--- src/rtl/product_acc_pkg.sv ---
// Shared types and constant helpers for the product accumulator.
package product_acc_pkg;

    typedef enum logic [1:0] {IDLE, ACCUM, HOLD} acc_state_t;

    localparam int SAT_W = 128;

    function automatic int calc_aw(input int width, input int guard);
        return 2 * width + guard;
    endfunction

    function automatic int calc_lw(input int max_len);
        return $clog2(max_len + 1);
    endfunction

    function automatic logic signed [SAT_W-1:0] sat_max(input int aw);
        logic signed [SAT_W-1:0] one;
        one = 1;
        return (one << (aw - 1)) - one;
    endfunction

    function automatic logic signed [SAT_W-1:0] sat_min(input int aw);
        logic signed [SAT_W-1:0] one;
        one = 1;
        return -(one << (aw - 1));
    endfunction

endpackage

--- src/rtl/product_accumulator_acc_sat_add.sv ---
// AW-bit signed adder with overflow detect; clamps to the signed range
// when PRODUCT_ACC_SATURATE_EN is defined, otherwise wraps.
module acc_sat_add
    import product_acc_pkg::*;
#(
    parameter int AW = 40
) (
    input  logic signed [AW-1:0] a,
    input  logic signed [AW-1:0] b,
    output logic signed [AW-1:0] sum,
    output logic                 ovf
);

    logic signed [AW:0] wide;

    // One extra bit holds the true sum; disagreement of the top two bits is overflow.
    assign wide = {a[AW-1], a} + {b[AW-1], b};
    assign ovf  = wide[AW] ^ wide[AW-1];

`ifdef PRODUCT_ACC_SATURATE_EN
    localparam logic signed [AW-1:0] SMAX = AW'(sat_max(AW));
    localparam logic signed [AW-1:0] SMIN = AW'(sat_min(AW));

    assign sum = ovf ? (wide[AW] ? SMIN : SMAX) : wide[AW-1:0];
`else
    assign sum = wide[AW-1:0];
`endif

endmodule

--- src/rtl/product_accumulator.sv ---
// Sums blocks of len signed products into a widened accumulator with a
// valid/ready result port. Optional clamping: PRODUCT_ACC_SATURATE_EN.
module product_accumulator
    import product_acc_pkg::*;
#(
    parameter  int WIDTH   = 16,
    parameter  int GUARD   = 8,
    parameter  int MAX_LEN = 256,
    localparam int AW      = calc_aw(WIDTH, GUARD),
    localparam int LW      = calc_lw(MAX_LEN)
) (
    input  logic                   clk,
    input  logic                   rst_n,
    input  logic                   clear,
    input  logic [LW-1:0]          len,
    input  logic                   prod_valid,
    input  logic signed [2*WIDTH-1:0] product,
    output logic signed [AW-1:0]   acc_out,
    output logic                   acc_valid,
    input  logic                   acc_ready,
    output logic                   busy,
    output logic                   overflow,
    output logic                   dropped
);

    acc_state_t            state;
    logic [LW-1:0]         count;
    logic [LW-1:0]         count_nxt;
    logic [LW-1:0]         len_q;
    logic [LW-1:0]         len_eff;
    logic signed [AW-1:0]  prod_ext;
    logic signed [AW-1:0]  sum_w;
    logic                  ovf_w;

    assign prod_ext  = {{GUARD{product[2*WIDTH-1]}}, product};
    assign count_nxt = count + LW'(1);

    always_comb begin
        len_eff = len;
        if (len == '0)
            len_eff = LW'(1);
        else if (len > LW'(MAX_LEN))
            len_eff = LW'(MAX_LEN);
    end

    acc_sat_add #(.AW(AW)) u_add (
        .a   (acc_out),
        .b   (prod_ext),
        .sum (sum_w),
        .ovf (ovf_w)
    );

    always_ff @(posedge clk or negedge rst_n) begin
        if (!rst_n) begin
            state     <= IDLE;
            acc_out   <= '0;
            count     <= '0;
            len_q     <= '0;
            acc_valid <= 1'b0;
            busy      <= 1'b0;
            overflow  <= 1'b0;
            dropped   <= 1'b0;
        end else if (clear) begin
            state     <= IDLE;
            acc_out   <= '0;
            count     <= '0;
            acc_valid <= 1'b0;
            busy      <= 1'b0;
            overflow  <= 1'b0;
            dropped   <= 1'b0;
        end else begin
            case (state)
                IDLE: begin
                    if (prod_valid) begin
                        acc_out   <= prod_ext;
                        count     <= LW'(1);
                        len_q     <= len_eff;
                        busy      <= 1'b1;
                        acc_valid <= (len_eff == LW'(1));
                        state     <= (len_eff == LW'(1)) ? HOLD : ACCUM;
                    end
                end
                ACCUM: begin
                    if (prod_valid) begin
                        acc_out  <= sum_w;
                        count    <= count_nxt;
                        overflow <= overflow | ovf_w;
                        if (count_nxt == len_q) begin
                            acc_valid <= 1'b1;
                            state     <= HOLD;
                        end
                    end
                end
                HOLD: begin
                    if (acc_ready && prod_valid) begin
                        // Result taken and next block opened in the same cycle.
                        acc_out   <= prod_ext;
                        count     <= LW'(1);
                        len_q     <= len_eff;
                        acc_valid <= (len_eff == LW'(1));
                        state     <= (len_eff == LW'(1)) ? HOLD : ACCUM;
                    end else if (acc_ready) begin
                        acc_valid <= 1'b0;
                        busy      <= 1'b0;
                        state     <= IDLE;
                    end else if (prod_valid) begin
                        dropped <= 1'b1;
                    end
                end
                default: state <= IDLE;
            endcase
        end
    end

endmodule

--- config.mk ---
export PLATFORM = sky130hd
export DESIGN_NAME = product_accumulator
export DESIGN_NICKNAME = d
export VERILOG_FILES = /design/src/rtl/product_acc_pkg.sv /design/src/rtl/product_accumulator_acc_sat_add.sv /design/src/rtl/product_accumulator.sv
export SDC_FILE = /design/constraint.sdc
export NUM_CORES = 1
export LEC_CHECK = 0
export ABC_AREA = 1
export CORE_MARGIN = 3
export CORE_UTILIZATION = 56
export CTS_CLUSTER_SIZE = 40
export DETAILED_ROUTE_END_ITERATION = 8
export GPL_TIMING_DRIVEN = 0
export MAX_ROUTING_LAYER = met4
export PLACE_DENSITY = 0.82
export SLEW_MARGIN = 20
export SYNTH_ARGS = -nofsm -noshare
export SYNTH_HDL_FRONTEND = slang
export SYNTH_HIERARCHICAL = 1
export SYNTH_SLANG_ARGS = --single-unit
--- constraint.sdc ---
create_clock -name clk -period 2.45 [get_ports clk]
set_input_delay 0.245 -clock clk [delete_from_list [all_inputs] [get_ports clk]]
set_output_delay 0.245 -clock clk [all_outputs]
set_load 0.02 [all_outputs]
# Word level (Yosys, flattened, before mapping)
# Cells that the tools add are included.
word_totals:
  ff_bits: 64
  inputBits: 46
  out_inout_bits: 44
  elab_cells: 86
classes:
  addsub: 2
  magnitude_cmp: 1
  eq_ne: 15
  n_mux: 41
  bitwise_logic: 3
  n_reduce_logical: 16
ops:
  columns: ["cell", "count"]
  rows:
  - ["40-bit two-way mux", 4]
  - ["40-bit one-hot mux with 3 select lines", 1]
  - ["9-bit two-way mux", 8]
  - ["40-bit by 32-bit adder with 41-bit output", 1]
  - ["9-bit one-hot mux with 3 select lines", 1]
  - ["4-bit AND reduction", 5]
  - ["3-bit != test (second input constant)", 6]
  - ["9-bit one-hot mux with 2 select lines", 1]
  - ["1-bit two-way mux", 16]
  - ["2-bit two-way mux", 7]
  - ["9-bit by 1-bit adder with 9-bit output (second input constant)", 1]
  - ["9-bit by 1-bit == test with 1-bit output (second input constant)", 1]
  - ["9-bit == test", 1]
  - ["9-bit greater-than comparator (second input constant)", 1]
  - ["9-bit logical NOT", 1]
  - ["2-bit != test (second input constant)", 4]
  - ["2-bit nonzero test", 4]
  - ["2-bit one-hot mux with 3 select lines", 1]
  - ["5-bit AND reduction", 1]
  - ["4-bit != test (second input constant)", 1]
  - ["4-bit nonzero test", 1]
  - ["1-bit one-hot mux with 3 select lines", 1]
  - ["3-bit nonzero test", 1]
  - ["2-bit by 1-bit == test with 1-bit output (second input constant)", 1]
  - ["8 further kinds", 8]

# Longest topological paths before layout
# Gate-level depths: netlist of run 1.
logic_depth:
  depth_word: 8
  mapped_depth: 17
  depth_no_buf: 17

# By module
# Netlist of run 1, hierarchy kept.
modules_own_cells:
  columns: ["module", "n_inst", "cells_each", "area_per_inst_um2", "seq_area_each_um2"]
  rows:
  - ["product_accumulator", 1, 383, 3393.3, 1601.5]
  - ["acc_sat_add", 1, 557, 2847.7, 0.0]

# Worst setup path after synthesis of run 1
# Ideal clock, no wire load.
synth_timing:
  path_type: "register to register"
  from: "register acc_out[0]"
  to: "register acc_out[32]"
  setup_time_ns: 0.119
  arrival_time_ns: 2.087
  t_required_ns: 2.331
  setup_slack_ns: 0.244
  stages_incl_launch_ff: 18
  n_path_buf: 0
  synth_period_minus_slack_ns: 2.206
  cell_sequence: "dfrtp_1 > ha_1 > fa_1 > nand2_1 > nand3_1 > nand2_1 > inv_1 > nand2_1 > nand2_2 > inv_2 > o21bai_2 > nand2_1 > nand2_1 > nand2_1 > nand2_1 > nand2_1 > nand3_1 > o21a_1"
synth_between:
  elab_chain_cells: 4
synth_lines:
  columns: ["item", "line_no", "text"]
  rows:
  - ["start: declaration", "product_accumulator.sv:18", "output logic signed [AW-1:0] acc_out,"]
  - ["start signal: assignment", "product_accumulator.sv:75", "acc_out <= prod_ext;"]
  - ["start signal: assignment", "product_accumulator.sv:85", "acc_out <= sum_w;"]
  - ["start signal: assignment", "product_accumulator.sv:97", "acc_out <= prod_ext;"]
  - ["40-bit by 32-bit adder with 41-bit output", "product_accumulator_acc_sat_add.sv:17", "assign wide = {a[AW-1], a} + {b[AW-1], b};"]
  - ["net sum_w[32]", "product_accumulator.sv:32", "logic signed [AW-1:0] sum_w;"]
  - ["40-bit two-way mux", "product_accumulator.sv:84", "if (prod_valid) begin"]
  - ["40-bit one-hot mux with 3 select lines", "product_accumulator.sv:72", "case (state)"]
  - ["40-bit two-way mux", "product_accumulator.sv:63", "end else if (clear) begin"]
# The timed path passes the listed nets, and every way through them passes these cells. The select of a mux whose other input is x is not followed.
# A chain may end at the register's enable or synchronous reset.

# Worst setup path in the final report of run 1
layout_timing:
  from: "register acc_out[11]"
  to: "register acc_out[34]"
# Same word-level chain as after synthesis.

==> results.sh, run 1 <==
export IMPL_cts_made_buffers=9
export IMPL_gp_congestion=0.9630
export IMPL_synth_most_common_cell="nand2_1"
export IMPL_path_class="flop to flop"
export IMPL_track_usage_pct=30.13
export IMPL_synth_seq_area_share_pct=25.66
export IMPL_diodes=0
export IMPL_p_int_w=0.004634
export IMPL_ys_flop_type="dfrtp_1"
export IMPL_cap_violations=0
export IMPL_synth_top_area_share_pct=25.66
export IMPL_synthMuxAreaShare_pct=5.152
export IMPL_hold_viol_final=0
export IMPL_powerDensity_mw_per_mm2=1174
export IMPL_fmax_mhz=430.9
export IMPL_clkSinkCount=64
export IMPL_grt_pass1_vias=6182
export IMPL_row_count=37
export IMPL_slowest_stage="dfrtp_1"
export IMPL_synth_distinct_cells=43
export IMPL_syn2layout_area_growth_pct=23.56
export IMPL_synth_xor_area_share_pct=3.368
export IMPL_synthArstFlopShare_pct=100.0
export IMPL_netlist_area_mm2=0.006241
export IMPL_power_switching_w=0.004418
export IMPL_hp_class="primary input to flop"
export IMPL_synth_compound_area_share_pct=15.38
export IMPL_synthTopCellsByCount="282 x nand2_1, 136 x inv_1, 87 x nor2_1"
export IMPL_yosys_area_top_type="dfrtp_1"
export IMPL_die_x_um=111.6
export IMPL_drive_gt1_share_pct=7.068
export IMPL_maxSlewViolCount=0
export IMPL_slew_headroom_pct=49.18
export IMPL_rrSetupSlack_ns=0.13
export IMPL_synthTopCellsByArea="dfrtp_1 26%, nand2_1 17%, ha_1 9.0%, inv_1 8.2%, nor2_1 5.2%"
export IMPL_tightest_slew_ns=0.7595
export IMPL_cts_htree_levels=3
export IMPL_total_power_w=0.009051
export IMPL_synth_edf_count=0
export IMPL_port_buffers=88
export IMPL_fin_area_mm2=0.007711
export IMPL_ir_drop_mv=0.7048
export IMPL_period_needed_ns=2.321
export IMPL_required_ns=2.72
export IMPL_start_kind="flop"
export IMPL_outcome="finished, final reports clean"
export IMPL_clkSlewWorstSetupHoldPaths_ns=0.08
export IMPL_rsz0062_at_grt="true"
export IMPL_ant_nets=0
export IMPL_drc=0
export IMPL_nets=1134
export IMPL_die_y_um=111.6
export IMPL_tritoncts="done"
export IMPL_ctsLongestPathBuffers=2
export IMPL_ys_warn_count=6
export IMPL_dr_pass1_iters=5
export IMPL_num_vias=6589
export IMPL_endpoint_kind="flop"
export IMPL_grt_start_max_net_pins=34
export IMPL_worstPathArrival_ns=2.59
export IMPL_pin_count=90
export IMPL_setup_viol=0
export IMPL_drt_iter0_drc=512
export IMPL_critPathMaxFanout=4
export IMPL_path_cells="ha_1 > a21oi_1 > o21ai_1 > a21oi_1 > nand3_1 > nand2_1 > nand2_1 > nand2_1 > nand2_1 > nand2_1 > nand3_1 > o21a_1"
export IMPL_insertion_delay_ns=0.37
export IMPL_dp_hpwl_mm=14.17
export IMPL_max_stage_delay_ns=0.40
export IMPL_p_sw_share_pct=48.81
export IMPL_wl_mm=18.06
export IMPL_synth_cells=940
export IMPL_pwr_share_clk_pct=13.8
export IMPL_combPwrFrac_pct=66.5
export IMPL_antenna_found_initial=0
export IMPL_synth_top_family_by_area="simple AND/OR/NAND/NOR gates"
export IMPL_seqPwrFrac_pct=19.7
export IMPL_core_area_mm2=0.01060
export IMPL_path_common_cell="nand2_1"
export IMPL_post_dp_cell_area_mm2=0.007310
export IMPL_setup_tns_ns=0
export IMPL_die_area_mm2=0.01245
export IMPL_initial_utilization_pct=58.87
export IMPL_synthSimpleGateAreaFrac_pct=30.91
export IMPL_syn_area_per_cell_um2=6.639
export IMPL_grt_first_pass_wirelength_mm=29.75
export IMPL_yosys_area_share_adder_pct=9.342
export IMPL_synth_seq_cells=64
export IMPL_vias_per_cell=5.570
export IMPL_grt_ovfl_total=0
export IMPL_fin_worst_skew_ns=0.01386
export IMPL_syn_num_nets=1032
export IMPL_wl_per_cell_um=15.27
export IMPL_leakage_nw=3.912
export IMPL_cts_root_buf="clkbuf_8"
export IMPL_finalCritPeriodShare_pct=94.72
## per-stage QoR
stage          hold WS, ns  setup slack [ns]  util, %  instances
4_1_cts             0.1431          0.001738    71.54       1182
3_5_place_dp        0.2188           -0.3475    68.95       1165
6_report            0.1595            0.1293    72.74       1183
2_1_floorplan     -0.05059            0.2439        -        940
5_1_grt             0.1641          -0.06067    72.74       1183
3_3_place_gp        0.4652            -1.080    68.78       1164
## worst max-delay path: cells and delay by family (launching register included)
kind / cells / cell delay [ns]
flops: 1 / 0.40
fa+ha+maj: 1 / 0.36
compound gates: 4 / 0.77
simple gates: 7 / 0.67
## layout make-up
cell class	instances	area (µm²)
Multi-Input combinational cell	719	4125
Fill cell	924	2890
Sequential cell	64	1602
Timing Repair Buffer	91	918.4
Inverter	142	533.0
Tap cell	136	170.2
Clock buffer	11	131.4
Clock inverter	5	128.9
Buffer	15	102.6
## power by group through the flow
stage               sequential [W]  combinational (W)  clock [W]
finish                     0.00179            0.00602    0.00124
global route               0.00185            0.00661    0.00131
CTS                        0.00177            0.00582    0.00126
detailed placement         0.00179            0.00578          0
global placement           0.00178            0.00570          0
floorplan                  0.00207            0.00372          0
## routing by layer
metal,up-vias,global-route usage [%],wire length [µm]
li1,3282,-,-
met3,42,3.913,1194
met2,280,46.12,8027
met5,-,-,0
met4,0,11.60,498
met1,2985,40.76,8339
## registers in the layout, summed over array words and instances (netlist names)
| register | cells |
|---|---|
| acc_out | 40 |
| count | 9 |
| len_q | 9 |
| state | 2 |
| acc_valid | 1 |
| busy | 1 |
| dropped | 1 |
| overflow | 1 |
## cells by family (layout without fill, tap and decap cells)
group / Yosys count / in the layout
and+or+nand+nor: 464 / 464
buffers and inverters: 157 / 264
AOI/OAI and AO/OA: 153 / 153
DFF: 64 / 64
adders and majority gates: 46 / 46
muxes: 32 / 32
xor gates and xnor gates: 24 / 24
## placed cells by master, fill, tap and decap left out, drive strengths merged, types with 2 or more instances in the layout
cell type      instances
o21a                  13
ha                    45
clkdlybuf4s50         86
inv                  139
clkbuf                18
a22oi                 31
a31oi                  2
mux2i                 31
buf                   11
xor2                  17
o22ai                  8
nor2                  93
nand3                 53
clkinv                 4
dfrtp                 64
nand4                 12
nor3                   9
bufinv                 4
o21ai                 29
xnor2                  7
nand2                292
a21oi                 50
o21bai                14
or2                    3
nand3b                 2
## path summary, 6_finish.rpt
path                       cells after the start   startpoint           to
max in group asynchronous                      3        rst_n     count[1]
setup reg to reg                              12  acc_out[11]  acc_out[34]
min in group asynchronous                      2        rst_n  acc_out[20]
setup / recovery                              12  acc_out[11]  acc_out[34]
hold reg to reg                                2    acc_valid    acc_valid
hold / removal                                 2        clear      dropped
## what timing repair did
action / 4_1_cts / 5_1_grt
gates resized for setup: 1 / 23
endpoints found under the setup margin: 2 / 16
pin swaps: 0 / 2
endpoints found under the hold margin: 31 / 0
hold buffers: 1 / 0
cloned: 0 / 0
buffers inserted: 0 / 1
(Power assumes the default switching activity.)
==> run 2: changes to the inputs <==
--- a/config.mk
+++ b/config.mk
@@ -5,14 +5,13 @@
 export SDC_FILE = /design/constraint.sdc
 export NUM_CORES = 1
 export LEC_CHECK = 0
-export ABC_AREA = 1
 export CORE_MARGIN = 3
-export CORE_UTILIZATION = 56
+export CORE_UTILIZATION = 55
 export CTS_CLUSTER_SIZE = 40
 export DETAILED_ROUTE_END_ITERATION = 8
 export GPL_TIMING_DRIVEN = 0
 export MAX_ROUTING_LAYER = met4
-export PLACE_DENSITY = 0.82
+export PLACE_DENSITY = 0.81
 export SLEW_MARGIN = 20
 export SYNTH_ARGS = -nofsm -noshare
 export SYNTH_HDL_FRONTEND = slang
==> run 2 against run 1 <==
  * The run now ends with negative setup slack left
  * Largest power group unchanged
  * Synthesized area down 7.8%
  * Combinational power down 9.1%
  * Largest cell class unchanged
  * Critical path type unchanged
  * First-iteration DRC count down 33%
==> results.sh, run 2 <==
export IMPL_synthMuxAreaShare_pct=6.303
export IMPL_startpoint="acc_out[0]"
export IMPL_worstRegToRegCells=14
export IMPL_ir_drop_mv=0.6315
export IMPL_grt_start_max_net_pins=52
export IMPL_dp_slack_ns=-1.289
export IMPL_row_count=36
export IMPL_num_vias=5723
export IMPL_antenna_found_initial=0
export IMPL_track_usage_pct=29.24
export IMPL_violations="negative setup slack"
export IMPL_gp_congestion=0.9408
export IMPL_drt_iter0_drc=342
export IMPL_cts_htree_levels=3
export IMPL_dr_pass1_iters=5
export IMPL_port_buffers=88
export IMPL_rrSetupSlack_ns=-0.72
export IMPL_core_area_mm2=0.009955
export IMPL_synth_seq_cells=64
export IMPL_ys_flop_type="dfrtp_1"
export IMPL_outcome="complete, but fails checks"
export IMPL_syn_area_per_cell_um2=8.567
export IMPL_syn2layout_area_growth_pct=32.19
export IMPL_drive_gt1_share_pct=16.38
export IMPL_grt_first_pass_wirelength_mm=26.93
export IMPL_finalCritPeriodShare_pct=129.3
export IMPL_ys_warn_count=6
export IMPL_setup_tns_ns=-9.792
export IMPL_ant_nets=0
export IMPL_ctsLongestPathBuffers=2
export IMPL_synth_cells=672
export IMPL_crit_buf_inv=1
export IMPL_synth_edf_count=0
export IMPL_drc=0
export IMPL_endpoint="acc_out[36]"
export IMPL_path_class="flop to flop"
export IMPL_hold_viol_final=0
export IMPL_fin_worst_skew_ns=0.01080
export IMPL_cpLargestDelayFamily="compound AO/OA/AOI/OAI gates"
export IMPL_hp_class="primary input to asynchronous set/reset pin"
export IMPL_synth_xor_area_share_pct=7.868
export IMPL_synth_most_common_cell="nor2_1"
export IMPL_start_kind="flop"
export IMPL_required_ns=2.67
export IMPL_max_stage_delay_ns=0.42
export IMPL_vias_per_cell=6.134
export IMPL_final_common_cell="clkdlybuf4s50_1"
export IMPL_grt_ovfl_total=0
export IMPL_critPathMaxFanout=2
export IMPL_insertion_delay_ns=0.36
export IMPL_r2r_end="acc_out[36]"
export IMPL_diodes=0
export IMPL_die_area_mm2=0.01173
export IMPL_synthTopCellsByArea="dfrtp_1 28%, ha_1 9.8%, mux2i_1 5.9%, a211oi_1 5.3%, nor2_1 4.7%"
export IMPL_synth_top_area_share_pct=27.82
export IMPL_yosys_area_share_adder_pct=10.13
export IMPL_wl_per_cell_um=17.54
export IMPL_nets=887
export IMPL_leakage_nw=3.362
export IMPL_setup_viol=25
export IMPL_netlist_area_mm2=0.005757
export IMPL_synth_distinct_cells=69
export IMPL_yosys_area_top_type="dfrtp_1"
export IMPL_fin_ws_ns=-0.7168
export IMPL_reg_top3="acc_out (40), count (9), len_q (9)"
export IMPL_r2r_start="acc_out[0]"
export IMPL_synthTopCellsByCount="72 x nor2_1, 64 x dfrtp_1, 49 x a21oi_1"
export IMPL_grt_pass1_vias=5659
export IMPL_pin_count=90
export IMPL_largest_register_ffs=40
export IMPL_cap_violations=0
export IMPL_dp_hpwl_mm=11.67
export IMPL_wl_mm=16.36
export IMPL_clkSinkCount=64
export IMPL_slowest_stage="dfrtp_2"
export IMPL_synth_top_family_by_area="compound AO/OA/AOI/OAI gates"
export IMPL_tightest_slew_ns=0.6307
export IMPL_synth_seq_area_share_pct=27.82
export IMPL_synthSimpleGateAreaFrac_pct=16.41
export IMPL_clkSlewWorstSetupHoldPaths_ns=0.08
export IMPL_synth_compound_area_share_pct=26.84
export IMPL_initial_utilization_pct=57.83
export IMPL_powerDensity_mw_per_mm2=1081
export IMPL_tritoncts="done"
export IMPL_endpoint_kind="flop"
export IMPL_maxSlewViolCount=0
export IMPL_worstPathArrival_ns=3.38
export IMPL_top_register="acc_out"
export IMPL_die_x_um=108.3
export IMPL_slew_headroom_pct=57.95
export IMPL_path_cells="ha_4 > fa_2 > a21o_1 > a221oi_4 > buf_4 > o31a_1 > o311ai_4 > o211ai_1 > nand3_2 > a41oi_2 > nor2_1 > xor2_1 > a211oi_1 > nor3_1"
export IMPL_cts_made_buffers=9
export IMPL_syn_num_nets=764
export IMPL_rsz0062_at_grt="true"
export IMPL_synthArstFlopShare_pct=100.0
export IMPL_path_depth=14
export IMPL_final_cell_mix="87 x clkdlybuf4s50_1, 71 x nor2_1, 60 x dfrtp_1"
export IMPL_fmax_mhz=315.8
export IMPL_period_needed_ns=3.167
export IMPL_die_y_um=108.3
export IMPL_cts_root_buf="clkbuf_8"
[run 2: changes by cell type in the layout (fill, tap and decap cells not counted), sizes merged, moves of 11 or more]
cell,delta
nand2,-250
inv,-117
a211oi,+42
nand3,-39
a21o,+27
a22oi,-27
buf,+27
clkbuf,+21
nor2,-21
xnor2,+16
nor3,+11
[run 2: layer usage]
layer  vias up  track usage (%)  share of wire, %  wire length [µm]
li1       2741                -                 -                 -
met1      2744            38.92                45              7369
met2       211            46.27                47              7720
met3        27            3.463               6.0               975
met4         0            10.28               1.8               299
met5         -                -                 0                 0
[run 2: how the worst min path moves through the flow]
stage                        to  slack (ns)
floorplan            acc_out[0]       -0.05
global route        acc_out[25]        0.30
CTS                 acc_out[22]        0.26
global placement        dropped        0.48
finish              acc_out[23]        0.27
detailed placement  acc_out[22]        0.11
[run 2: timing repair]
| item | in CTS | in global routing |
|---|---|---|
| resized for setup | 26 | 40 |
| hold buffers | 1 | 0 |
| pin swaps | 34 | 18 |
| buffers inserted | 17 | 6 |
| setup endpoints to repair | 25 | 56 |
| endpoints found under the hold margin | 13 | 0 |
[run 2: cells by family (layout without fill, tap and decap cells)]
family / count (synthesis) / count (layout)
buffers and inverters: 63 / 191
and+or+nand+nor: 197 / 197
adders and majority gates: 46 / 46
DFF: 64 / 64
AOI/OAI and AO/OA: 216 / 216
xor gates and xnor gates: 50 / 50
muxes: 36 / 36
[run 2: cell type report]
class | instances | area [µm²]
clock buffer | 12 | 135.1
clock inverter | 4 | 70.07
fill | 722 | 2345
inverter | 22 | 82.58
multi-input combinational | 545 | 4248
timing repair buffer | 112 | 1096
sequential | 64 | 1607
tap | 133 | 166.4
buffer | 41 | 205.2
[run 2: power breakdown]
group,switching (W),internal (W),total [W],leakage (nW)
Combinational,0.00303,0.00244,0.00547,2.42
Sequential,0.000357,0.00138,0.00174,0.839
Clock,0.000444,0.000572,0.00102,0.104
Total,0.00383,0.00440,0.00823,3.36
[run 2: metrics by stage]
step	util, %	instances	instance area (µm²)	hold WS (ns)	total power (W)
floorplan	-	672	5887	-0.05059	0.005179
global placement	69.66	893	6934	0.4844	0.006415
detailed placement	69.91	894	6959	0.1134	0.006555
CTS	74.87	928	7453	0.2642	0.007945
global route	76.45	933	7610	0.2977	0.008800
finish	76.45	933	7610	0.2740	0.008229
==> run 3: changes to the inputs <==
--- a/config.mk
+++ b/config.mk
@@ -7,7 +7,8 @@
 export LEC_CHECK = 0
 export CORE_MARGIN = 3
 export CORE_UTILIZATION = 55
-export CTS_CLUSTER_SIZE = 40
+export CTS_CLUSTER_DIAMETER = 50
+export CTS_CLUSTER_SIZE = 25
 export DETAILED_ROUTE_END_ITERATION = 8
 export GPL_TIMING_DRIVEN = 0
 export MAX_ROUTING_LAYER = met4
@@ -17,3 +18,4 @@
 export SYNTH_HDL_FRONTEND = slang
 export SYNTH_HIERARCHICAL = 1
 export SYNTH_SLANG_ARGS = --single-unit
+export TNS_END_PERCENT = 20
==> run 3 against run 2 <==
  * Clock skew up 0.00051 ns
  * The run still ends with negative setup slack left
  * Flip-flop and latch count unchanged
  * Wire length increased by 1.3%
  * Cell count down 0.43%
  * Sequential power about the same
  * Critical path depth decreased by 1
  * Count of clock-buffer cells in the layout decreased by 3
  * Register-to-register slack lost 0.03 ns
  * Worst setup slack got worse by 0.026 ns
  * Global-route usage shrank 0.62 points
==> results.sh, run 3 (synthesis results as in run 2) <==
export IMPL_maxSlewViolCount=0
export IMPL_drt_iter0_drc=367
export IMPL_leakage_nw=3.316
export IMPL_hp_class="primary input to asynchronous set/reset pin"
export IMPL_violations="negative setup slack"
export IMPL_dp_hpwl_mm=11.71
export IMPL_multi_input_area_mm2=0.004168
export IMPL_fin_area_mm2=0.007495
export IMPL_final_common_cell="clkdlybuf4s50_1"
export IMPL_required_ns=2.66
export IMPL_insertion_delay_ns=0.35
export IMPL_powerDensity_mw_per_mm2=1084
export IMPL_pin_count=90
export IMPL_largest_register_ffs=40
export IMPL_die_y_um=108.3
export IMPL_setup_viol=24
export IMPL_num_vias=5781
export IMPL_ctsLongestPathBuffers=2
export IMPL_period_needed_ns=3.193
export IMPL_path_class="flop to flop"
export IMPL_total_power_w=0.008127
export IMPL_wl_per_cell_um=17.85
export IMPL_port_buffers=88
export IMPL_track_usage_pct=28.62
export IMPL_endpoint_kind="flop"
export IMPL_syn2layout_area_growth_pct=30.19
export IMPL_final_core_util_pct=75.29
export IMPL_nets=883
export IMPL_antenna_found_initial=0
export IMPL_finalCritPeriodShare_pct=130.3
export IMPL_worstPathArrival_ns=3.40
export IMPL_cap_violations=0
export IMPL_drc=0
export IMPL_die_x_um=108.3
export IMPL_slew_headroom_pct=43.16
export IMPL_fin_worst_skew_ns=0.01131
export IMPL_grt_ovfl_total=0
export IMPL_outcome="complete, but fails checks"
export IMPL_clkSinkCount=64
export IMPL_ant_nets=0
export IMPL_fin_ws_ns=-0.7429
export IMPL_hold_viol_final=0
export IMPL_final_cell_mix="86 x clkdlybuf4s50_1, 71 x nor2_1, 59 x dfrtp_1"
export IMPL_start_kind="flop"
export IMPL_gp_congestion=0.9592
export IMPL_tightest_slew_ns=0.8526
export IMPL_fmax_mhz=313.2
export IMPL_cts_root_buf="clkbuf_8"
export IMPL_initial_utilization_pct=57.83
export IMPL_wl_mm=16.58
export IMPL_grt_first_pass_wirelength_mm=26.47
export IMPL_clkSlewWorstSetupHoldPaths_ns=0.08
export IMPL_dp_slack_ns=-1.235
export IMPL_grt_start_max_net_pins=43
export IMPL_n_fill_cell=719
export IMPL_tritoncts="done"
export IMPL_core_area_mm2=0.009955
export IMPL_reg_top3="acc_out (40), count (9), len_q (9)"
export IMPL_cts_made_buffers=9
export IMPL_grt_pass1_vias=5553
export IMPL_post_dp_cell_area_mm2=0.006842
export IMPL_diodes=0
export IMPL_critPathMaxFanout=3
export IMPL_ir_drop_mv=0.5443
export IMPL_die_area_mm2=0.01173
export IMPL_dr_pass1_iters=5
export IMPL_drive_gt1_share_pct=15.33
export IMPL_cts_htree_levels=3
export IMPL_row_count=36
export IMPL_top_register="acc_out"
export IMPL_vias_per_cell=6.223
export IMPL_regArea_mm2=0.001608
export IMPL_rsz0062_at_grt="true"
-- run 3: cell count changes in the layout (fill, tap and decap cells not counted), sizes merged --
cell           before  now
dlymetal6s2s        0    1
inv                22   24
clkinv              2    1
buf                38   34
clkbuf             39   36
clkdlybuf4s50      87   86
clkinvlp            0    2
-- run 3: final cells by class --
class | count | share of cell area, %
Multi-Input combinational cell | 545 | 55.61
Buffer | 41 | 2.554
Sequential cell | 64 | 21.45
Inverter | 22 | 1.102
Clock buffer | 9 | 1.653
Clock inverter | 7 | 1.352
Tap cell | 133 | 2.220
Timing Repair Buffer | 108 | 14.06
-- run 3: final timing paths --
check | from | cells after the start | slack [ns] | to
setup / recovery | acc_out[0] | 13 | -0.74 | acc_out[36]
hold / removal | rst_n | 2 | 0.34 | acc_out[33]
setup reg to reg | acc_out[0] | 13 | -0.74 | acc_out[36]
hold reg to reg | dropped | 2 | 0.53 | dropped
max in group asynchronous | rst_n | 3 | 1.56 | count[1]
min in group clk | product[1] | 3 | 0.41 | acc_out[1]
-- run 3: routing by layer --
| metal | global-route usage (%) | vias up | part of all wire [%] |
|---|---|---|---|
| li1 | - | 2729 | - |
| met1 | 37.57 | 2781 | 44 |
| met2 | 46.58 | 234 | 48 |
| met3 | 3.881 | 37 | 5.7 |
| met4 | 8.025 | 0 | 1.7 |
| met5 | - | - | 0 |
-- run 3: what timing repair did --
item | CTS | global route
pin swaps | 25 | 27
endpoints found under the hold margin | 22 | 0
buffers inserted | 11 | 8
hold buffers | 1 | 0
resized for setup | 22 | 35
setup endpoints to repair | 28 | 52
-- run 3: through the flow --
| stage | hold WS (ns) | setup TNS (ns) | std cells |
|---|---|---|---|
| floorplan | -0.05059 | -5.672 | 672 |
| global placement | 0.4888 | -83.12 | 893 |
| detailed placement | 0.1657 | -19.61 | 894 |
| CTS | 0.3327 | -8.664 | 922 |
| global route | 0.3486 | -13.75 | 929 |
| finish | 0.3362 | -10.17 | 929 |
-- run 3: report_power, final --
group          switching (W)  leakage, nW  internal [W]
registers           0.000344        0.838       0.00138
logic                0.00298         2.37       0.00235
clock network       0.000484        0.106      0.000582
total                0.00381         3.32       0.00432
-- run 3: critical path, cell delays in order (launching register included) --
cell and delay (ns):
dfrtp_2 0.43, ha_4 0.16, fa_2 0.35, a21o_1 0.21
a221oi_4 0.33, o31a_1 0.28, o311ai_4 0.10, o211ai_1 0.32
nand3_2 0.15, a41oi_2 0.21, nor2_1 0.09, xor2_1 0.16
a211oi_2 0.18, nor3_1 0.07
